`config.mk`:
```
export PLATFORM = sky130hd
export DESIGN_NAME = vga_fb_arbiter
export DESIGN_NICKNAME = d
export VERILOG_FILES = /design/src/rtl/vga_fb_arbiter.sv
export SDC_FILE = /design/constraint.sdc
export NUM_CORES = 1
export LEC_CHECK = 0
export CAP_MARGIN = 40
export CORE_MARGIN = 8
export CORE_UTILIZATION = 43
export CTS_BUF_LIST = sky130_fd_sc_hd__clkbuf_8
export CTS_CLUSTER_DIAMETER = 120
export DETAILED_ROUTE_END_ITERATION = 7
export HOLD_SLACK_MARGIN = 0.06
export PLACE_DENSITY = 0.79
export SLEW_MARGIN = 40
export SYNTH_ARGS = -nofsm -noshare
export SYNTH_HDL_FRONTEND = slang
export SYNTH_SLANG_ARGS = --single-unit
```
`constraint.sdc`:
```
create_clock -name reloj -period 1.7 [get_ports reloj]
set_input_delay 0.34 -clock reloj [delete_from_list [all_inputs] [get_ports reloj]]
set_output_delay 0.34 -clock reloj [all_outputs]
set_load 0.02 [all_outputs]
```
`src/rtl/vga_fb_arbiter.sv`:
```
// rtl/vga_fb_arbiter.sv - framebuffer RAM port arbiter between VGA scan-out and a drawing requester
//
// Ports:
//   reloj, resetM          pixel clock, asynchronous active-low reset
//   Qh, Qv, H_ON, V_ON     timing counter position and visible-region flags
//   H_Sync, V_Sync         syncs from the timing counter
//   wr_req/wr_addr/wr_data drawing requester write (4-phase, level request)
//   wr_ack                 one-cycle write acknowledge
//   mem_addr/mem_we/mem_wdata/mem_rdata  single-port synchronous RAM port
//   rgb_out, pix_valid     scan-out pixel and its valid flag
//   H_Sync_d, V_Sync_d     syncs delayed to line up with rgb_out
//   frame_start            one-cycle pulse at the start of each frame
module vga_fb_arbiter #(
  parameter int H_ACTIVE    = 640,
  parameter int V_ACTIVE    = 480,
  parameter int SCALE_SHIFT = 3,
  parameter int ADDR_W      = 13,
  parameter int DATA_W      = 12
) (
  input  logic              reloj,
  input  logic              resetM,
  input  logic [9:0]        Qh,
  input  logic [9:0]        Qv,
  input  logic              H_ON,
  input  logic              V_ON,
  input  logic              H_Sync,
  input  logic              V_Sync,
  input  logic              wr_req,
  input  logic [ADDR_W-1:0] wr_addr,
  input  logic [DATA_W-1:0] wr_data,
  output logic              wr_ack,
  output logic [ADDR_W-1:0] mem_addr,
  output logic              mem_we,
  output logic [DATA_W-1:0] mem_wdata,
  input  logic [DATA_W-1:0] mem_rdata,
  output logic [DATA_W-1:0] rgb_out,
  output logic              pix_valid,
  output logic              H_Sync_d,
  output logic              V_Sync_d,
  output logic              frame_start
);

  // Scan-out latency is structural (address reg, RAM reg, output reg).
  localparam int PIPE_LAT = 3;
  localparam int COLS     = H_ACTIVE >> SCALE_SHIFT;
  localparam int ROWS     = V_ACTIVE >> SCALE_SHIFT;
  localparam logic [ADDR_W-1:0] COLS_V   = ADDR_W'(COLS);
  localparam logic [ADDR_W-1:0] FB_WORDS = ADDR_W'(COLS * ROWS);

  typedef enum logic [1:0] {IDLE, WRITE, ACK, WAIT_LOW} state_t;

  state_t            state, state_nx;
  logic              active;
  logic [ADDR_W-1:0] row, col, scan_addr;
  logic [ADDR_W-1:0] addr_nx;
  logic [DATA_W-1:0] wdata_nx;
  logic              we_nx;
  logic [PIPE_LAT-1:0] vld_pipe, hs_pipe, vs_pipe;
  logic              at_origin, at_origin_q;

  assign active = H_ON & V_ON;
  assign row    = ADDR_W'(Qv >> SCALE_SHIFT);
  assign col    = ADDR_W'(Qh >> SCALE_SHIFT);

  // row*COLS as a sum of shifted rows, one term per set bit of COLS.
  always_comb begin
    scan_addr = col;
    for (int b = 0; b < ADDR_W; b++) begin
      if (COLS_V[b]) scan_addr = scan_addr + (row << b);
    end
  end

  always_comb begin
    state_nx = state;
    addr_nx  = mem_addr;
    wdata_nx = mem_wdata;
    we_nx    = 1'b0;
    case (state)
      IDLE: begin
        if (wr_req && !active) begin
          state_nx = WRITE;
          addr_nx  = wr_addr;
          wdata_nx = wr_data;
          // Out-of-image addresses still complete the handshake, but never write.
          we_nx    = (wr_addr < FB_WORDS);
        end
      end
      WRITE:    state_nx = ACK;
      ACK:      state_nx = WAIT_LOW;
      WAIT_LOW: if (!wr_req) state_nx = IDLE;
      default:  state_nx = IDLE;
    endcase
    // Scan reads always own the next port cycle; a write never starts on an
    // active sample, so this cannot clobber a freshly captured write.
    if (active) begin
      addr_nx = scan_addr;
      we_nx   = 1'b0;
    end
  end

  assign wr_ack    = (state == ACK);
  assign pix_valid = vld_pipe[PIPE_LAT-1];
  assign H_Sync_d  = hs_pipe[PIPE_LAT-1];
  assign V_Sync_d  = vs_pipe[PIPE_LAT-1];
  assign at_origin = (Qh == 10'd0) && (Qv == 10'd0);

  always_ff @(posedge reloj or negedge resetM) begin
    if (!resetM) begin
      state       <= IDLE;
      mem_addr    <= '0;
      mem_we      <= 1'b0;
      mem_wdata   <= '0;
      vld_pipe    <= '0;
      hs_pipe     <= '0;
      vs_pipe     <= '0;
      rgb_out     <= '0;
      at_origin_q <= 1'b0;
      frame_start <= 1'b0;
    end else begin
      state     <= state_nx;
      mem_addr  <= addr_nx;
      mem_we    <= we_nx;
      mem_wdata <= wdata_nx;
      vld_pipe  <= {vld_pipe[PIPE_LAT-2:0], active};
      hs_pipe   <= {hs_pipe[PIPE_LAT-2:0], H_Sync};
      vs_pipe   <= {vs_pipe[PIPE_LAT-2:0], V_Sync};
      // RAM data for the sample two cycles back is on mem_rdata now.
      rgb_out   <= vld_pipe[PIPE_LAT-2] ? mem_rdata : '0;
      // Edge-detected so a stalled counter at the origin pulses only once.
      at_origin_q <= at_origin;
      frame_start <= at_origin & ~at_origin_q;
    end
  end

endmodule

```
=== After elaboration in Yosys (flattened, before gate mapping) ===
Cells that the tools add are included.

* $add $sub $neg: 2
* Magnitude comparators: 1
* Equality and inequality tests: 5
* Multiplexer cells: 10
* Bitwise logic cells: 3
* Reduce and logical (&&, ||, !) cells: 11

{| class="wikitable"
|+ Operator list
! operator !! number
|-
| two-way mux 13 bit || 3
|-
| zero test 10 bit || 2
|-
| adder 12 x 13 -> 13 bit || 1
|-
| less-than comparator 13 bit, second input constant || 1
|-
| adder 7 x 11 -> 12 bit || 1
|-
| two-way mux 12 bit || 1
|-
| one-hot mux 2 bit (4 select lines) || 1
|-
| AND reduction 2 bit || 3
|-
| equality test 2 bit, second input constant || 2
|-
| two-way mux 2 bit || 2
|-
| != test 2 bit, second input constant || 2
|-
| nonzero test 2 bit || 2
|-
| two-way mux 1 bit || 3
|-
| AND 1 bit || 2
|-
| equality test 2 x 1 -> 1 bit, second input constant || 1
|-
| logical AND 1 bit || 2
|-
| zero test 2 bit || 1
|-
| zero test 1 bit || 1
|-
| NOT 1 bit || 1
|}

* Flip-flop bits (word level): 51
* Input bits: 64
* Output and inout port bits: 43

=== Longest topological paths before layout ===
Gate-level depths: netlist of the first run.

* Depth after elaboration: 6
* Mapped depth: 9
* Gate-level depth less buffers: 9

=== Worst setup path before layout of the first run ===
Ideal clock, no wire load.

* Kind: in2reg
* Start: input Qh[9]
* End: register mem_addr[12]
* Arrival: 2014 ps
* Data required time: 1573 ps
* Path slack: -442 ps
* Stages: 9
* Buffers on the path: 0
* Cell sequence: inv_1 -> fa_1 -> inv_1 -> ha_1 -> a211oi_2 -> o21ai_1 -> a41oi_2 -> xor2_1 -> o21ai_1

* Longest elaborated chain between the ends: 3

{| class="wikitable"
|+ RTL lines
! item !! RTL line !! RTL
|-
| from (decl) || 22 || <nowiki>input logic [9:0] Qh,</nowiki>
|-
| adder 7 x 11 -> 12 bit || 69 || <nowiki>if (COLS_V[b]) scan_addr = scan_addr + (row << b);</nowiki>
|-
| adder 12 x 13 -> 13 bit || 69 ||
|-
| two-way mux 13 bit || 95 || <nowiki>if (active) begin</nowiki>
|-
| to (signal assigned) || 121 || <nowiki>mem_addr <= addr_nx;</nowiki>
|-
| to (decl) || 32 || <nowiki>output logic [ADDR_W-1:0] mem_addr,</nowiki>
|}

No other way between the ends.
A chain may end at the register's enable or synchronous reset.

=== Worst setup path in the final report of the first run ===
* Start: input Qv[3]
* End: register mem_addr[11]

* Longest elaborated chain between the ends: 3

{| class="wikitable"
|+ RTL lines
! item !! RTL line !! RTL
|-
| from (decl) || 23 || <nowiki>input logic [9:0] Qv,</nowiki>
|-
| adder 7 x 11 -> 12 bit || 69 ||
|-
| adder 12 x 13 -> 13 bit * || 69 ||
|-
| two-way mux 13 bit * || 95 ||
|}

Mark *: on every way between the ends. The rest lies on a longest branch, timed or not.

==> results of run 1 <==
-- cell usage in the layout (no fill, tap or decap), types with 8 or more instances in the layout --
cell type	netlist	layout
and2_1	12	12
buf_4	1	22
clkdlybuf4s50_1	0	94
dfrtp_1	51	51
ha_1	16	11
mux2_2	15	15
mux2i_1	9	9
nand2_1	15	14
o21ai_0	12	8
-- routing by layer --
metal | track usage | routed length [µm] | up-vias
met5 | 0 | 0 | -
met4 | 0.03745 | 36 | 0
li1 | - | - | 945
met2 | 0.2730 | 3070 | 69
met3 | 0.05320 | 442 | 4
met1 | 0.1818 | 2613 | 912
-- repair_timing --
item | 4_1_cts | 5_1_grt
hold endpoints to repair | 51 | 0
resized for setup | 38 | 2
endpoints found under the setup margin | 8 | 8
setup buffers | 1 | 0
hold buffers | 1 | 0
gates cloned | 0 | 0
pin swaps | 16 | 1
-- tightest hold or removal path, delay by kind of cell --
| kind | cells | cell delay (ns) |
|---|---|---|
| buffers and inverters | 1 | 0.09 |
| AND/OR/NAND/NOR | 3 | 0.16 |
-- power by group through the flow --
stage	Combinational (W)	Sequential, W	Clock [W]
floorplan	0.000721	0.00205	0
global placement	0.00208	0.00170	0
detailed placement	0.00211	0.00172	0
CTS	0.00214	0.00170	0.000695
global route	0.00229	0.00174	0.000737
finish	0.00212	0.00170	0.000661
-- worst max-delay path by stage --
stage	end	slack, ns	depth (start not counted)
3_3_place_gp	mem_addr[12]	-0.96	10
5_1_grt	mem_addr[11]	-0.23	9
2_1_floorplan	mem_addr[12]	-0.31	9
3_5_place_dp	mem_addr[12]	-1.01	10
6_report	mem_addr[11]	-0.19	9
4_1_cts	mem_addr[11]	-0.18	9
-- registers in the layout (all words and copies together), names as in the netlist, 2 cells and up --
name	cells
vld_pipe	3
mem_addr	13
mem_wdata	12
state	2
rgb_out	12
hs_pipe	3
vs_pipe	3
-- through the flow --
step           setup TNS (ns)  worst slack, ns  power [W]  utilization
6_report              -0.5912          -0.1898   0.004476       0.7164
5_1_grt               -0.8525          -0.2288   0.004770       0.7164
4_1_cts               -0.5341          -0.1782   0.004534       0.7157
3_5_place_dp           -6.454           -1.015   0.003834       0.6891
3_3_place_gp           -6.023          -0.9643   0.003777       0.6891
2_1_floorplan          -1.026          -0.3109   0.002771            -
-- cells by family (layout without fill, tap and decap cells) --
group | count (synthesis) | count (layout) | synth area share
flip-flops | 51 | 51 | 0.5428
AND/OR/NAND/NOR | 49 | 49 | 0.1091
AO/OA/AOI/OAI | 35 | 35 | 0.09899
multiplexers | 24 | 24 | 0.1102
adder cells (fa/ha/maj) | 18 | 18 | 0.1022
buffers and inverters | 15 | 149 | 0.02927
XOR/XNOR | 2 | 2 | 0.007452
-- cell type report --
| class | instances | share of cell area |
|---|---|---|
| Tap cell | 72 | 0.02326 |
| Clock buffer | 5 | 0.01777 |
| Timing Repair Buffer | 132 | 0.3325 |
| Sequential cell | 51 | 0.3296 |
| Clock inverter | 2 | 0.003554 |
| Inverter | 10 | 0.01228 |
| Multi-Input combinational cell | 128 | 0.2811 |
==> results_dict.tcl, run 1 <==
set metrics [dict create \
    grt_pass1_wl_um 10640 \
    whs_ns 0.3361 \
    hold_path.class "in -> reg" \
    slew_viol_final 0 \
    max_freq_ghz 0.5292 \
    area_growth_pct 64.72 \
    syn_inst 194 \
    critPathSlowestCell "fa_1" \
    layout-drive-gt1-share 0.2226 \
    start_util 0.4350 \
    synth_area_mm2 0.002351 \
    cts_inserted_buffers 5 \
    seq_area_mm2 0.001276 \
    placed_cells 391 \
    instances_no_fill 400 \
    finalHoldViolCount 0 \
    synthArstFlopShare 1.000 \
    start_kind "input port" \
    min_from "Qh[9]" \
    power.internal_w 0.002957 \
    ys_dominant_reg_cell "dfrtp_1" \
    finalWorstSetupSlack_ns -0.1898 \
    clk_pin_slew_worst_paths_ns 0.09 \
    hpwl_um 4894 \
    synth_cell_types 37 \
    grt_remaining_overflow 0 \
    syn-num-nets 276 \
    status "finished with violations" \
    num_vias 1930 \
    root_buffer "clkbuf_8" \
    ys_seq_elements 51 \
    finish.instance_area_mm2 0.003872 \
    track_usage 0.1574 \
    cp.arrival_ns 2.07 \
    seq_power_share 0.379 \
    regToRegStartpoint "state[0]" \
    power_density_mw_per_mm2 1156 \
    antenna_found_initial 0 \
    path_class "in -> reg" \
    clock_sinks 51 \
    fin_crit_ns 1.890 \
    r2r-end "mem_addr[11]" \
    crit_path_start "Qv[3]" \
    end_kind "flop" \
    min_period_over_period 1.112 \
    grt_max_degree 52 \
    row_count 27 \
    yosysSeqAreaShare 0.5428 \
    fill_cells 424 \
    violations "setup timing" \
    critPathMaxFanout 3 \
    p_leak_nw 1.748 \
    switching_share 0.3392 \
    io_buffers 106 \
    routed_wire_length_per_instance_um 15.41 \
    place_area_mm2 0.003725 \
    finClkSkew_ns 0.004894 \
    synth_most_common_cell "dfrtp_1" \
    viasPerCell 4.825 \
    worst_pin_slew_ns 0.3143 \
    yosysTopAreaCell "dfrtp_1" \
    die_area_mm2 0.008089 \
    synth_warnings 0 \
    ant_nets 0 \
    critPathMaxStageDelay_ns 0.50 \
    p_sw_w 0.001518 \
    drc 0 \
    clock_power_share 0.148 \
    cts_tree "built" \
    yosys-top-cells-count "dfrtp_1, ha_1, mux2_2, nand2_1" \
    worst-path-buf-inv 3 \
    synth_top_cells_by_area "dfrtp_1, ha_1, mux2_2" \
    coreArea_mm2 0.005405 \
    dieWidth_um 89.94 \
    clockBufferDepth 2 \
    gp_congestion 0.8316 \
    drtIter0Drc 41 \
    crit_chain "buf_8 -> inv_4 -> fa_1 -> buf_4 -> fa_2 -> nand2b_4 -> a21oi_4 -> o21ai_2 -> o211a_1" \
    yosysTopAreaCellShare 0.5428 \
    drt-pass1-iter-count 4 \
    cap_violations 0 \
    relSlewSlack 0.7882 \
    combPwrFrac 0.474 \
    ioPinCount 107 \
    clock_latency_ns 0.29 \
    diodes 0 \
    vdd_ir_drop_max_mv 0.6564 \
    die_h_um 89.94 \
    hold_depth 4 \
    htreeDepth 2 \
    nNetsFinal 410 \
    grt_pass1_vias 2152 \
    rr_worst_depth 7 \
    synth.avg_cell_area_um2 12.12 \
    finalSetupViolCount 4 \
    multi_input_area_mm2 0.001089 \
    r2r_slack_ns 0.13 \
    synth_edf_count 0 \
    rsz0062_at_grt "true" \
    critPathTopFamily "adder cells" \
    min_to "at_origin_q" \
    required_ns 1.88 \
    wl_um 6162 \
]
No activity file was read; power rests on OpenSTA's default activity.
==> run 2: changes to the inputs <==
--- a/config.mk
+++ b/config.mk
@@ -10,9 +10,11 @@
 export CORE_UTILIZATION = 43
 export CTS_BUF_LIST = sky130_fd_sc_hd__clkbuf_8
 export CTS_CLUSTER_DIAMETER = 120
+export CTS_CLUSTER_SIZE = 20
 export DETAILED_ROUTE_END_ITERATION = 7
 export HOLD_SLACK_MARGIN = 0.06
 export PLACE_DENSITY = 0.79
+export SKIP_LAST_GASP = 1
 export SLEW_MARGIN = 40
 export SYNTH_ARGS = -nofsm -noshare
 export SYNTH_HDL_FRONTEND = slang
==> run 2 against run 1 <==
Effect of this change:
- the run still ends with setup timing left
- non-clock buffer count increased by 1
- cell area increased by 0.39%
- first-iteration DRC count decreased by 29%
- cell count increased by 0.25%
- fmax decreased by 0.11%
- register-to-register slack about the same
- clock skew about the same
- global-route usage about the same
- routed wire length increased by 0.83%
- power increased by 0.16%
- critical path depth unchanged
- sequential cell count unchanged
- largest power group unchanged
==> results_dict.tcl, run 2 (synthesized netlist as in run 1, its figures left out) <==
set metrics [dict create \
    finalSetupViolCount 4 \
    cts_tree "built" \
    max_freq_ghz 0.5286 \
    start_util 0.4350 \
    largest-register "mem_addr" \
    start_kind "input port" \
    finish.instance_area_mm2 0.003887 \
    root_buffer "clkbuf_8" \
    required_ns 1.88 \
    crit_path_start "Qv[3]" \
    rr_worst_depth 7 \
    grt_pass1_vias 2149 \
    num_vias 1938 \
    crit_chain "buf_8 -> inv_4 -> fa_1 -> buf_4 -> fa_2 -> nand2b_4 -> a21oi_4 -> o21ai_2 -> o211a_1" \
    layout-drive-gt1-share 0.2280 \
    clk_pin_slew_worst_paths_ns 0.09 \
    r2r-end "mem_addr[11]" \
    clockBufferDepth 2 \
    r2r_slack_ns 0.13 \
    die_area_mm2 0.008089 \
    rsz0062_at_grt "true" \
    track_usage 0.1570 \
    critPathMaxFanout 3 \
    power_density_mw_per_mm2 1153 \
    grt_remaining_overflow 0 \
    fill_cells 419 \
    critPathTopFamily "adder cells" \
    min_period_over_period 1.113 \
    most-common-layout-cells "clkdlybuf4s50_1, dfrtp_1, buf_4, mux2_2, nand2_1" \
    hold_path.class "in -> reg" \
    regToRegStartpoint "state[0]" \
    cts_inserted_buffers 5 \
    io_buffers 106 \
    relSlewSlack 0.7872 \
    fin_crit_ns 1.892 \
    drt-pass1-iter-count 4 \
    vdd_ir_drop_max_mv 0.6567 \
    critPathMaxStageDelay_ns 0.50 \
    routed_wire_length_per_instance_um 15.49 \
    final_common_cell "clkdlybuf4s50_1" \
    path_depth 9 \
    worst_pin_slew_ns 0.3159 \
    clock_latency_ns 0.29 \
    row_count 27 \
    violations "setup timing" \
    nNetsFinal 411 \
    hpwl_um 4894 \
    htreeDepth 2 \
    antenna_found_initial 0 \
    p_leak_nw 1.757 \
    clock_sinks 51 \
    end_kind "flop" \
    dieWidth_um 89.94 \
    gp_congestion 0.8316 \
    coreArea_mm2 0.005405 \
    cp.arrival_ns 2.08 \
    place_area_mm2 0.003725 \
    finalWorstSetupSlack_ns -0.1918 \
    largest_registers "mem_addr x13, mem_wdata x12, rgb_out x12" \
    drc 0 \
    diodes 0 \
    fin_tns_setup_ns -0.6714 \
    worst-path-buf-inv 3 \
    status "finished with violations" \
    viasPerCell 4.833 \
    wl_um 6213 \
    die_h_um 89.94 \
    ant_nets 0 \
    critPathSlowestCell "fa_1" \
    largest_reg_flops 13 \
    slew_viol_final 0 \
    drtIter0Drc 29 \
    area_growth_pct 65.35 \
    grt_pass1_wl_um 10610 \
    finalHoldViolCount 0 \
    crit_end "mem_addr[11]" \
    grt_max_degree 52 \
    ioPinCount 107 \
    finClkSkew_ns 0.004791 \
    path_class "in -> reg" \
    cap_violations 0 \
]
-- run 2: cell types whose count changed in the layout (fill, tap and decap cells not counted), sizes merged --
cell           change
dlygate4sd2        -2
clkdlybuf4s50      +1
buf                +1
dlymetal6s2s       +1
-- run 2: worst min-delay path by stage --
stage                      from          end  slack [ns]  cells after the start
floorplan                resetM  at_origin_q        0.04                      0
global placement     hs_pipe[1]   hs_pipe[2]        0.33                      0
detailed placement  vld_pipe[0]  vld_pipe[1]        0.34                      0
CTS                       Qh[9]  at_origin_q        0.34                      4
global route              Qh[9]  frame_start        0.35                      4
finish                    Qh[9]  at_origin_q        0.34                      4
-- run 2: timing repair --
action | in CTS | in global routing
endpoints found under the setup margin | 8 | 8
hold endpoints to repair | 51 | 0
gates resized for setup | 35 | 5
pin swaps | 15 | 2
setup buffers | 1 | 1
hold buffers | 1 | 0
-- run 2: worst register-to-register path, delay by kind of cell, from the launching register on --
family	cells	cell delay [ns]
and+or+nand+nor	1	0.11
AOI/OAI and AO/OA	3	0.45
buffers and inverters	2	0.27
DFF	1	0.41
adders and majority gates	1	0.23
-- run 2: report_power, final --
part	internal (W)	switching (W)	total, W
clock network	0.000282	0.000379	0.000661
registers	0.00153	0.000169	0.00169
logic	0.00115	0.000973	0.00213
-- run 2: cell type report --
cell class                      count  area [µm²]  area share
Clock buffer                        5       68.82     0.01770
Tap cell                           72       90.09     0.02317
Timing Repair Buffer              133        1300      0.3344
Multi-Input combinational cell    128        1091      0.2807
Inverter                           10       47.55     0.01223
Sequential cell                    51        1276      0.3283
Clock inverter                      2       13.76    0.003540
-- run 2: metrics by stage --
| stage | instances | worst slack [ns] | hold WS (ns) | util | total power, W |
|---|---|---|---|---|---|
| after floorplan | 194 | -0.3109 | 0.04441 | - | 0.002771 |
| final | 401 | -0.1918 | 0.3384 | 0.7192 | 0.004483 |
| after global placement | 391 | -0.9643 | 0.3334 | 0.6891 | 0.003777 |
| after global routing | 401 | -0.2288 | 0.3511 | 0.7192 | 0.004775 |
| after CTS | 400 | -0.2384 | 0.3436 | 0.7139 | 0.004533 |
| after detailed placement | 391 | -1.015 | 0.3372 | 0.6891 | 0.003834 |
-- run 2: layer usage --
| metal | GRT usage | part of all wire | up-vias |
|---|---|---|---|
| met5 | 0 | 0 | - |
| met4 | 0.03745 | 0.0058 | 0 |
| met3 | 0.05320 | 0.073 | 4 |
| met2 | 0.2724 | 0.50 | 73 |
| met1 | 0.1813 | 0.43 | 915 |
| li1 | - | - | 946 |
==> run 3: changes to the inputs <==
--- a/config.mk
+++ b/config.mk
@@ -14,6 +14,7 @@
 export DETAILED_ROUTE_END_ITERATION = 7
 export HOLD_SLACK_MARGIN = 0.06
 export PLACE_DENSITY = 0.79
+export REMOVE_ABC_BUFFERS = 1
 export SKIP_LAST_GASP = 1
 export SLEW_MARGIN = 40
 export SYNTH_ARGS = -nofsm -noshare
==> run 3 against run 2 <==
Effect of this change:
- the flow still finishes with violations (setup timing)
- worst setup slack improved by 0.016 ns
- non-clock buffer count rose by 5
- first-iteration DRC count rose to 2.7 times the previous value
- combinational power rose by 4%
- largest power group unchanged
==> results_dict.tcl, run 3 (synthesized netlist as in run 1, its figures left out) <==
set metrics [dict create \
    status "finished with violations" \
    violations "setup timing" \
    fill_cells 378 \
    viasPerCell 4.975 \
    instances_no_fill 407 \
    critPathMaxFanout 3 \
    start_util 0.4350 \
    min_to "at_origin_q" \
    r2r_slack_ns 0.13 \
    nNetsFinal 416 \
    pre_cts_slack_ns -1.058 \
    path_class "in -> reg" \
    regToRegStartpoint "state[0]" \
    htreeDepth 2 \
    largest-register "mem_addr" \
    grt_max_degree 39 \
    diodes 0 \
    fin_tns_setup_ns -0.5431 \
    cts_tree "built" \
    antenna_found_initial 0 \
    required_ns 1.90 \
    track_usage 0.1579 \
    seq_area_mm2 0.001276 \
    drc 0 \
    root_buffer "clkbuf_8" \
    r2r-end "mem_addr[11]" \
    layout-drive-gt1-share 0.2866 \
    most-common-layout-cells "clkdlybuf4s50_1, dfrtp_1, buf_4, mux2_2, nand2_1" \
    clk_pin_slew_worst_paths_ns 0.09 \
    postLayoutCoreUtil 0.7479 \
    rr_worst_depth 7 \
    relSlewSlack 0.7496 \
    final_common_cell "clkdlybuf4s50_1" \
    wl_um 6653 \
    die_h_um 89.94 \
    max_freq_ghz 0.5332 \
    vdd_ir_drop_max_mv 0.7893 \
    clockBufferDepth 2 \
    power_density_mw_per_mm2 1147 \
    min_period_over_period 1.103 \
    io_buffers 106 \
    largest_reg_flops 13 \
    row_count 27 \
    cap_violations 0 \
    crit_path_start "Qv[3]" \
    clock_sinks 51 \
    finalWorstSetupSlack_ns -0.1754 \
    start_kind "input port" \
    end_kind "flop" \
    rsz0062_at_grt "true" \
    dieWidth_um 89.94 \
    finalHoldViolCount 0 \
    hold_path.class "in -> reg" \
    largest_registers "mem_addr x13, mem_wdata x12, rgb_out x12" \
    coreArea_mm2 0.005405 \
    num_vias 2025 \
    totalPowerFinal_w 0.004637 \
    ioPinCount 107 \
    hpwl_um 4977 \
    multi_input_area_mm2 0.001180 \
    grt_remaining_overflow 0 \
    cp.arrival_ns 2.07 \
    min_from "Qh[9]" \
    hold_depth 4 \
    die_area_mm2 0.008089 \
    ant_nets 0 \
    gp_congestion 0.7850 \
    routed_wire_length_per_instance_um 16.35 \
    drtIter0Drc 78 \
    grt_pass1_vias 2172 \
    finalSetupViolCount 6 \
    placed_cells 395 \
    grt_pass1_wl_um 10650 \
    area_growth_pct 71.95 \
    finClkSkew_ns 0.006216 \
    clock_latency_ns 0.30 \
    slew_viol_final 0 \
    fin_crit_ns 1.875 \
    p_leak_nw 1.805 \
    cts_inserted_buffers 5 \
    worst_pin_slew_ns 0.3757 \
    drt-pass1-iter-count 4 \
]
-- run 3: cell count changes in the layout (fill, tap and decap cells not counted), moves of 3 or more --
cell,delta
buf_4,+4
ha_1,-6
ha_4,+5
o21ai_1,-3
o21ai_2,+4
-- run 3: how the worst max path moves through the flow --
stage / cells after the start / to / slack [ns]
5_1_grt: 10 / mem_addr[12] / -0.23
4_1_cts: 10 / mem_addr[12] / -0.21
6_report: 10 / mem_addr[12] / -0.18
3_3_place_gp: 10 / mem_addr[12] / -1.02
3_5_place_dp: 10 / mem_addr[12] / -1.06
2_1_floorplan: 9 / mem_addr[12] / -0.44
-- run 3: per-layer routing --
metal  global-route usage  wire length (µm)
met5                    0                 0
met4              0.02774                42
met3              0.06318               505
met2               0.2687              3285
met1               0.1844              2820
-- run 3: layout make-up --
class | instances | share of cell area
sequential | 51 | 0.3157
timing repair buffer | 138 | 0.3346
inverter | 10 | 0.01114
clock inverter | 2 | 0.004024
tap | 72 | 0.02228
multi-input combinational | 128 | 0.2919
clock buffer | 6 | 0.02043
-- run 3: timing repair --
item                       CTS  global route
pin swaps                   18            11
resized for setup           51            23
hold buffers                 1             0
setup endpoints to repair    8            26
buffers inserted             0             3
hold endpoints to repair    13             0
-- run 3: critical path, cell delays in order --
cell and delay, ns:
buf_8 0.08, inv_4 0.03, fa_2 0.60, inv_2 0.06, ha_4 0.22, a211oi_4 0.25
o21ai_2 0.08, a41oi_2 0.19, xor2_1 0.15, o21ai_1 0.08
-- run 3: through the flow --
step	hold WS (ns)	cell area, µm²
after global placement	0.2747	3714
final	0.3047	4043
after floorplan	0.04441	2320
after detailed placement	0.2764	3714
after CTS	0.2965	3934
after global routing	0.3160	4043
-- run 3: power by group --
group	internal, W	switching (W)	total, W
sequential	0.00152	0.000165	0.00169
clock	0.000333	0.000397	0.000730
combinational	0.00120	0.00102	0.00222
total	0.00306	0.00158	0.00464
